==> config.mk <==
export PLATFORM = sky130hd
export DESIGN_NAME = register_file
export DESIGN_NICKNAME = d
export VERILOG_FILES = /design/src/rtl/register_file_pkg.sv /design/src/rtl/register_file_write_decoder.sv /design/src/rtl/register_file.sv
export SDC_FILE = /design/constraint.sdc
export NUM_CORES = 2
export LEC_CHECK = 0
export BUFFER_PORTS_ARGS = -buffer_cell sky130_fd_sc_hd__buf_4
export CAP_MARGIN = 20
export CORE_MARGIN = 3
export CORE_UTILIZATION = 64
export DETAILED_ROUTE_END_ITERATION = 8
export GPL_TIMING_DRIVEN = 0
export PLACE_DENSITY = 0.78
export SLEW_MARGIN = 10
export SYNTH_ARGS = -nofsm -noshare
export SYNTH_HDL_FRONTEND = slang
export SYNTH_SLANG_ARGS = --single-unit
export TNS_END_PERCENT = 100
==> constraint.sdc <==
create_clock -name clk -period 37.9 [get_ports clk]
set_input_delay 0 -clock clk [delete_from_list [all_inputs] [get_ports clk]]
set_output_delay 0 -clock clk [all_outputs]
set_load 0.03 [all_outputs]
==> src/rtl/register_file_pkg.sv <==
// register_file_pkg: shared width defaults and the hardwired-zero register index
package register_file_pkg;
    localparam int DATA_W_DEF = 32;
    localparam int ADDR_W_DEF = 5;
    localparam int REG_ZERO   = 0;
endpackage

==> src/rtl/register_file_write_decoder.sv <==
// regfile_write_decoder: one-hot write select gated by write enable; index 0 never selected
module regfile_write_decoder
    import register_file_pkg::*;
#(
    parameter int ADDR_W = ADDR_W_DEF
) (
    input  logic                 i_wr_en,
    input  logic [ADDR_W-1:0]    i_wr_addr,
    output logic [2**ADDR_W-1:0] o_sel
);
    always_comb begin
        o_sel = '0;
        o_sel[i_wr_addr] = i_wr_en;
        o_sel[REG_ZERO] = 1'b0;
    end
endmodule

==> src/rtl/register_file.sv <==
// register_file: 2**ADDR_W x DATA_W register file, two combinational read ports with
// write-to-read bypass, register 0 hardwired to zero, flag for attempted writes to it
module register_file
    import register_file_pkg::*;
#(
    parameter int DATA_W = DATA_W_DEF,
    parameter int ADDR_W = ADDR_W_DEF
) (
    input  logic              clk,
    input  logic              reset,
    input  logic              wr_en,
    input  logic [ADDR_W-1:0] wr_addr,
    input  logic [DATA_W-1:0] wr_data,
    input  logic [ADDR_W-1:0] rd_addr_a,
    input  logic [ADDR_W-1:0] rd_addr_b,
    output logic [DATA_W-1:0] rd_data_a,
    output logic [DATA_W-1:0] rd_data_b,
    output logic              zero_wr_attempt
);
    localparam int DEPTH = 2 ** ADDR_W;
    localparam logic [ADDR_W-1:0] ZERO_IDX = ADDR_W'(REG_ZERO);

    logic [DATA_W-1:0] r_regs [DEPTH];
    logic              r_zero_wr;
    logic [DEPTH-1:0]  w_sel;
    logic              w_wr_zero;
    logic              w_wr_live;

    regfile_write_decoder #(.ADDR_W(ADDR_W)) u_dec (
        .i_wr_en   (wr_en),
        .i_wr_addr (wr_addr),
        .o_sel     (w_sel)
    );

    assign w_wr_zero = wr_en && (wr_addr == ZERO_IDX);
    assign w_wr_live = wr_en && (wr_addr != ZERO_IDX);

    // Entry 0 is cleared by reset and never selected, so it stays zero.
    always_ff @(posedge clk or posedge reset) begin
        if (reset) begin
            for (int i = 0; i < DEPTH; i++) r_regs[i] <= '0;
            r_zero_wr <= 1'b0;
        end else begin
            for (int i = 0; i < DEPTH; i++) if (w_sel[i]) r_regs[i] <= wr_data;
            r_zero_wr <= w_wr_zero;
        end
    end

    assign rd_data_a = (reset || rd_addr_a == ZERO_IDX) ? '0 :
                       (w_wr_live && wr_addr == rd_addr_a) ? wr_data : r_regs[rd_addr_a];
    assign rd_data_b = (reset || rd_addr_b == ZERO_IDX) ? '0 :
                       (w_wr_live && wr_addr == rd_addr_b) ? wr_data : r_regs[rd_addr_b];
    assign zero_wr_attempt = r_zero_wr;
endmodule
# Word level (Yosys, flattened, before mapping)
# Index checks and enable logic that the tools add are counted.
# op_classes
n_eq_ne	2
mux	12
n_lt_le_gt_ge	4
bitwise_logic	3
n_reduce_logical	11
# ops
cell	count
binary-select mux 32 bit (select 5 bit)	2
2-to-1 mux 32 bit	8
AND 32 bit	1
zero test 5 bit	3
>= comparator 6 bit (second input constant)	2
NOT 5 -> 6 bit	2
== test 5 bit	2
less-than comparator 5 x 6 -> 1 bit (second input constant)	1
demux 1 bit (select 5 bit)	1
>= comparator 5 x 1 -> 1 bit (second input constant)	1
logical AND 1 bit	5
nonzero test 5 bit	1
logical OR 1 bit	2
2-to-1 mux 1 bit	1
# totals
elab_cells	64
output_inout_bits	65
reg_bits	993
inputBits	50

# Longest topological paths before layout
# depth
word_depth	6
mapped_depth	10

# By module
# Synthesis repeated with hierarchy kept, for this count alone.
# hier_totals
cells_unflattened	3826
hier_area_um2	55339.3
# by_module_without_submodules
module	cells_per_inst	instances	seq_area_each_um2	area_each_um2
register_file	3778	1	25649.6	55101.6
regfile_write_decoder	48	1	0.0	237.7

# Worst setup path before layout
# Ideal clock, no wire load.
# synth_timing
path_type	input to output
start	input reset
end	output rd_data_a[14]
path_slack_ps	12498
n_path_buf	1
arrival_ps	25402
path_stages	5
path_cell_list	inv_1 o211ai_2 buf_2 a211oi_1 a211o_1
# synth_between
elab_chain_cells	2
# synth_lines
item	line_no	source
start, declared	register_file.sv:10	input logic reset,
logical OR 1 bit	register_file.sv:49	assign rd_data_a = (reset || rd_addr_a == ZERO_IDX) ? '0 :
2-to-1 mux 32 bit	register_file.sv:49	
end, declared	register_file.sv:16	output logic [DATA_W-1:0] rd_data_a,
# Every way passes these cells.

# Worst setup path in the final report
# layout_timing
start	input wr_addr[4]
end	output rd_data_b[5]
# layout_between
elab_chain_cells	5
# layout_lines
item	line_no	source
start, declared	register_file.sv:12	input logic [ADDR_W-1:0] wr_addr,
nonzero test 5 bit	register_file.sv:36	assign w_wr_live = wr_en && (wr_addr != ZERO_IDX);
logical AND 1 bit	register_file.sv:36	
logical AND 1 bit (*)	register_file.sv:52	(w_wr_live && wr_addr == rd_addr_b) ? wr_data : r_regs[rd_addr_b];
2-to-1 mux 32 bit (*)	register_file.sv:52	
2-to-1 mux 32 bit (*)	register_file.sv:51	assign rd_data_b = (reset || rd_addr_b == ZERO_IDX) ? '0 :
end, declared	register_file.sv:17	output logic [DATA_W-1:0] rd_data_b,
# Every way passes the cells marked *; elsewhere a longest branch is shown, timed or not.

==> summary.md <==
The post-route clock period utilization works out to 0.1346. The number of different library cells used by synthesis comes to 58. The top-area cell type share of the netlist area was 0.4599. Number of placement rows: 105. Classification of the worst-slack hold path: in -> async.

The run gives 0.71 ns as the source-to-sink clock delay at the later pin of the worst-skew pair. For this run, the number of Yosys warnings is 0. For the combined global-route utilization of all metal layers, the log shows 0.5178.

The leading cell type in the layout, fill and taps excluded was mux2_2. The die covers 87,940 µm². During placement, the flow inserted port buffers numbering 107.

For the worst setup path, the data arrival time is 5.10 ns. The via count normalized by instance count was 7.926. The tools report the critical register-to-register path endpoint as r_regs[646]. The run gives 0.6756 as the met2 usage in global routing. The synthesized area per cell works out to 14.87 µm². In the post-synthesis netlist, the biggest area contributors are dfrtp_1 (46%), mux2_2 (22%), mux4_2 (18%). The synthesized design spends more area on one cell type than any other, namely dfrtp_1.

Initial antenna violation count: 16. The logs give 3,683 for the net count of the mapped netlist and 2 for the number of slew-limit violations in the final report. Entering global routing, the biggest net connects 112 pins. The predominant post-synthesis flop cell is dfrtp_1.

The final layout net count came out at 3,964. The fraction of met3 tracks used by global routing was 0.2845. The proportion of register bits with asynchronous set or reset after synthesis came out at 1.000. The run gives 0 as the overflow left after global routing. The total of fill cells in the finished design came out at 5,451. The final-layout worst hold slack came out at -0.03308 ns. The global-route wire length before repair is 307,300 µm.

The required time at the endpoint of the critical path is 37.90 ns, and the sequential area share after synthesis is 0.4599. The worst register-to-register path begins at r_regs[646]. The total clock buffers created by CTS was 105. The largest buffer count on any clock path is 3. The starting density of the core came out at 0.6517.

The DRC marker count from the first detailed-route iteration is 6,550. The number of cells on the worst reg-to-reg path was 1; the maximum VDD drop was 0.05446 mV. The total power density per cell area was 54.44 nW/µm²; the count of pins on the block boundary was 115.

The final reports fail on hold timing, capacitance limit, slew limit. The tools report the count of maximum capacitance violations as 1. Setup repair after global routing left no endpoint under its margin. The tools report the leakage power of the design as 0.02664 µW.

The die width came out at 296.5 µm. The die is 296.5 µm tall. The weighted congestion reported at the end of routability-driven placement was 1.048. The launch point of the critical path is wr_addr[4]. The run gives 224,900 µm as the total wire length after detailed routing. For the flop-to-flop setup slack, the log shows 37.06 ns. The final setup violation count is 0. Once detailed placement completed, the half-perimeter wirelength came to 157,700 µm.

The actual transition at the worst max-transition pin works out to 1.526 ns. In this run, synthesis produced a sequential element count of 993. In the final routed layout, each cell accounts on average for 43.75 µm. The most congested layer reported by global routing is met2.

The logs give 993 for the total clock sinks and 7 for the hold violation count in the final report. The count of unresolved DRC violations after routing is 0. In this run the clock root is driven by a clkbuf_16. The detailed router placed 40,742 vias in this run.

Compared with the post-synthesis result, the final layout area differs by 12.82%. The tools report the met1 routing resource usage after global routing as 0.6659. The worst setup path is captured at an output port.

Yosys mapped a number of flops with a built-in enable equal to 0. The startpoint class of the critical path is an input port. Before antenna repair, the detailed router went through 6 iterations. The H-tree was split into 3 levels.

The run gives -0.04341 as the relative slew slack. The run finished, with violations left. The fraction of layout cells with a size suffix above 1 is 0.5049, and the clock-pin slew of the registers on the worst-case setup and hold paths is 0.06 ns.

The tools report the power consumption as 3319 µW. For the final design utilization, the log shows 0.7353. In this run the cell area of the synthesized design comes to 54,030 µm². Of all nets on the critical path, the largest fanout is 10. For this run, the top clock speed supported by timing is 196.0 MHz. The critical path start-end classification was in -> out. The via count of the first global-routing pass was 39,038; the remaining number of nets flagged by the antenna check after routing was 0. The library cells used most frequently in the layout, excluding fill and tap cells, are mux2_2 (1,074), dfrtp_1 (993), mux4_2 (439). Counting every instance in the synthesized netlist gives 3,633. The area of the placeable core is 82,900 µm², and the shortest period the worst path allows is 5.101 ns. TritonCTS built the clock tree.

For the final database, setup skew stands at 0 ns.
[how the worst max path moves through the flow]
stage,to
floorplan,r_regs[0]
finish,rd_data_b[5]
detailed placement,rd_data_b[19]
global route,rd_data_b[5]
CTS,rd_data_b[5]
global placement,rd_data_a[1]
[power by group]
part,switching (µW),total [µW],internal [µW]
clock network,462,1130,670
logic,357,759,403
registers,159,1430,1270
total,977,3320,2340
[flip-flops by register name, summed over array words and instances, names as in the netlist]
name	count
r_regs	992
zero_wr_attempt	1
[synth_stat cells (all sizes together), types with 27 or more instances]
master  number
mux2i      120
a211oi      39
a21oi       31
o21ai       46
clkbuf     169
nor2        34
nor3        44
buf        228
mux4       439
o211ai      27
mux2      1082
dfrtp      993
a221oi      53
nand2       83
nor2b       33
[per-stage QoR]
| stage | instances | TNS [ns] | area [µm²] | setup WS [ns] | hold slack [ns] |
|---|---|---|---|---|---|
| after floorplan | 3633 | 0 | 54030 | 9.908 | 0.1347 |
| after global placement | 4863 | -1627.49 | 56240 | -3.620 | 0.2595 |
| after detailed placement | 4883 | 0 | 56650 | 33.75 | 0.1699 |
| after CTS | 5112 | 0 | 60750 | 33.35 | 0.006149 |
| after global routing | 5124 | 0 | 60910 | 33.01 | 0.04841 |
| final | 5140 | 0 | 60950 | 32.80 | -0.03308 |
[logic make-up (layout without fill, tap and decap cells)]
group | Yosys count | in the layout | share of synthesized area
AO/OA/AOI/OAI | 343 | 343 | 0.04829
XOR/XNOR | 10 | 10 | 0.001969
buffers and inverters | 401 | 769 | 0.03585
flip-flops | 993 | 993 | 0.4599
multiplexers | 1641 | 1641 | 0.4308
other | 0 | 16 | 0
AND/OR/NAND/NOR | 245 | 245 | 0.02321
[repair_timing]
action	4_1_cts	5_1_grt
gates resized for setup	0	0
hold endpoints to repair	188	0
buffers inserted	0	0
hold buffers	35	0
[critical path, cell delays in order]
cell and delay [ns]:
dlygate4sd3_1 0.54, buf_4 0.11, clkbuf_1 0.69, xnor2_1 0.19, nand4_1 0.47, nor4b_2 0.96, clkbuf_1 1.02, a32oi_1 0.47
nand2_1 0.40, buf_4 0.22
[routing by layer]
| layer | vias to the layer above | routed length, µm | share of wire |
|---|---|---|---|
| met1 | 21172 | 78800 | 0.35 |
| met5 | - | 249 | 0.0011 |
| met4 | 12 | 18050 | 0.080 |
| li1 | 14675 | - | - |
| met3 | 996 | 38780 | 0.17 |
| met2 | 3887 | 88980 | 0.40 |
[final cells by class]
type	instances	area (µm²)	area share
repair buffers	174	1714	0.02812
clock inverters	42	734.5	0.01205
multi-input cells	2239	27240	0.4470
flip-flops and latches	993	24850	0.4077
inverters	4	22.52	0.0003695
plain buffers	397	1929	0.03165
clock buffers	152	3014	0.04945
well taps	1123	1405	0.02305
diodes	16	40.04	0.0006569
Note: power is estimated with default switching activity, not from simulation.
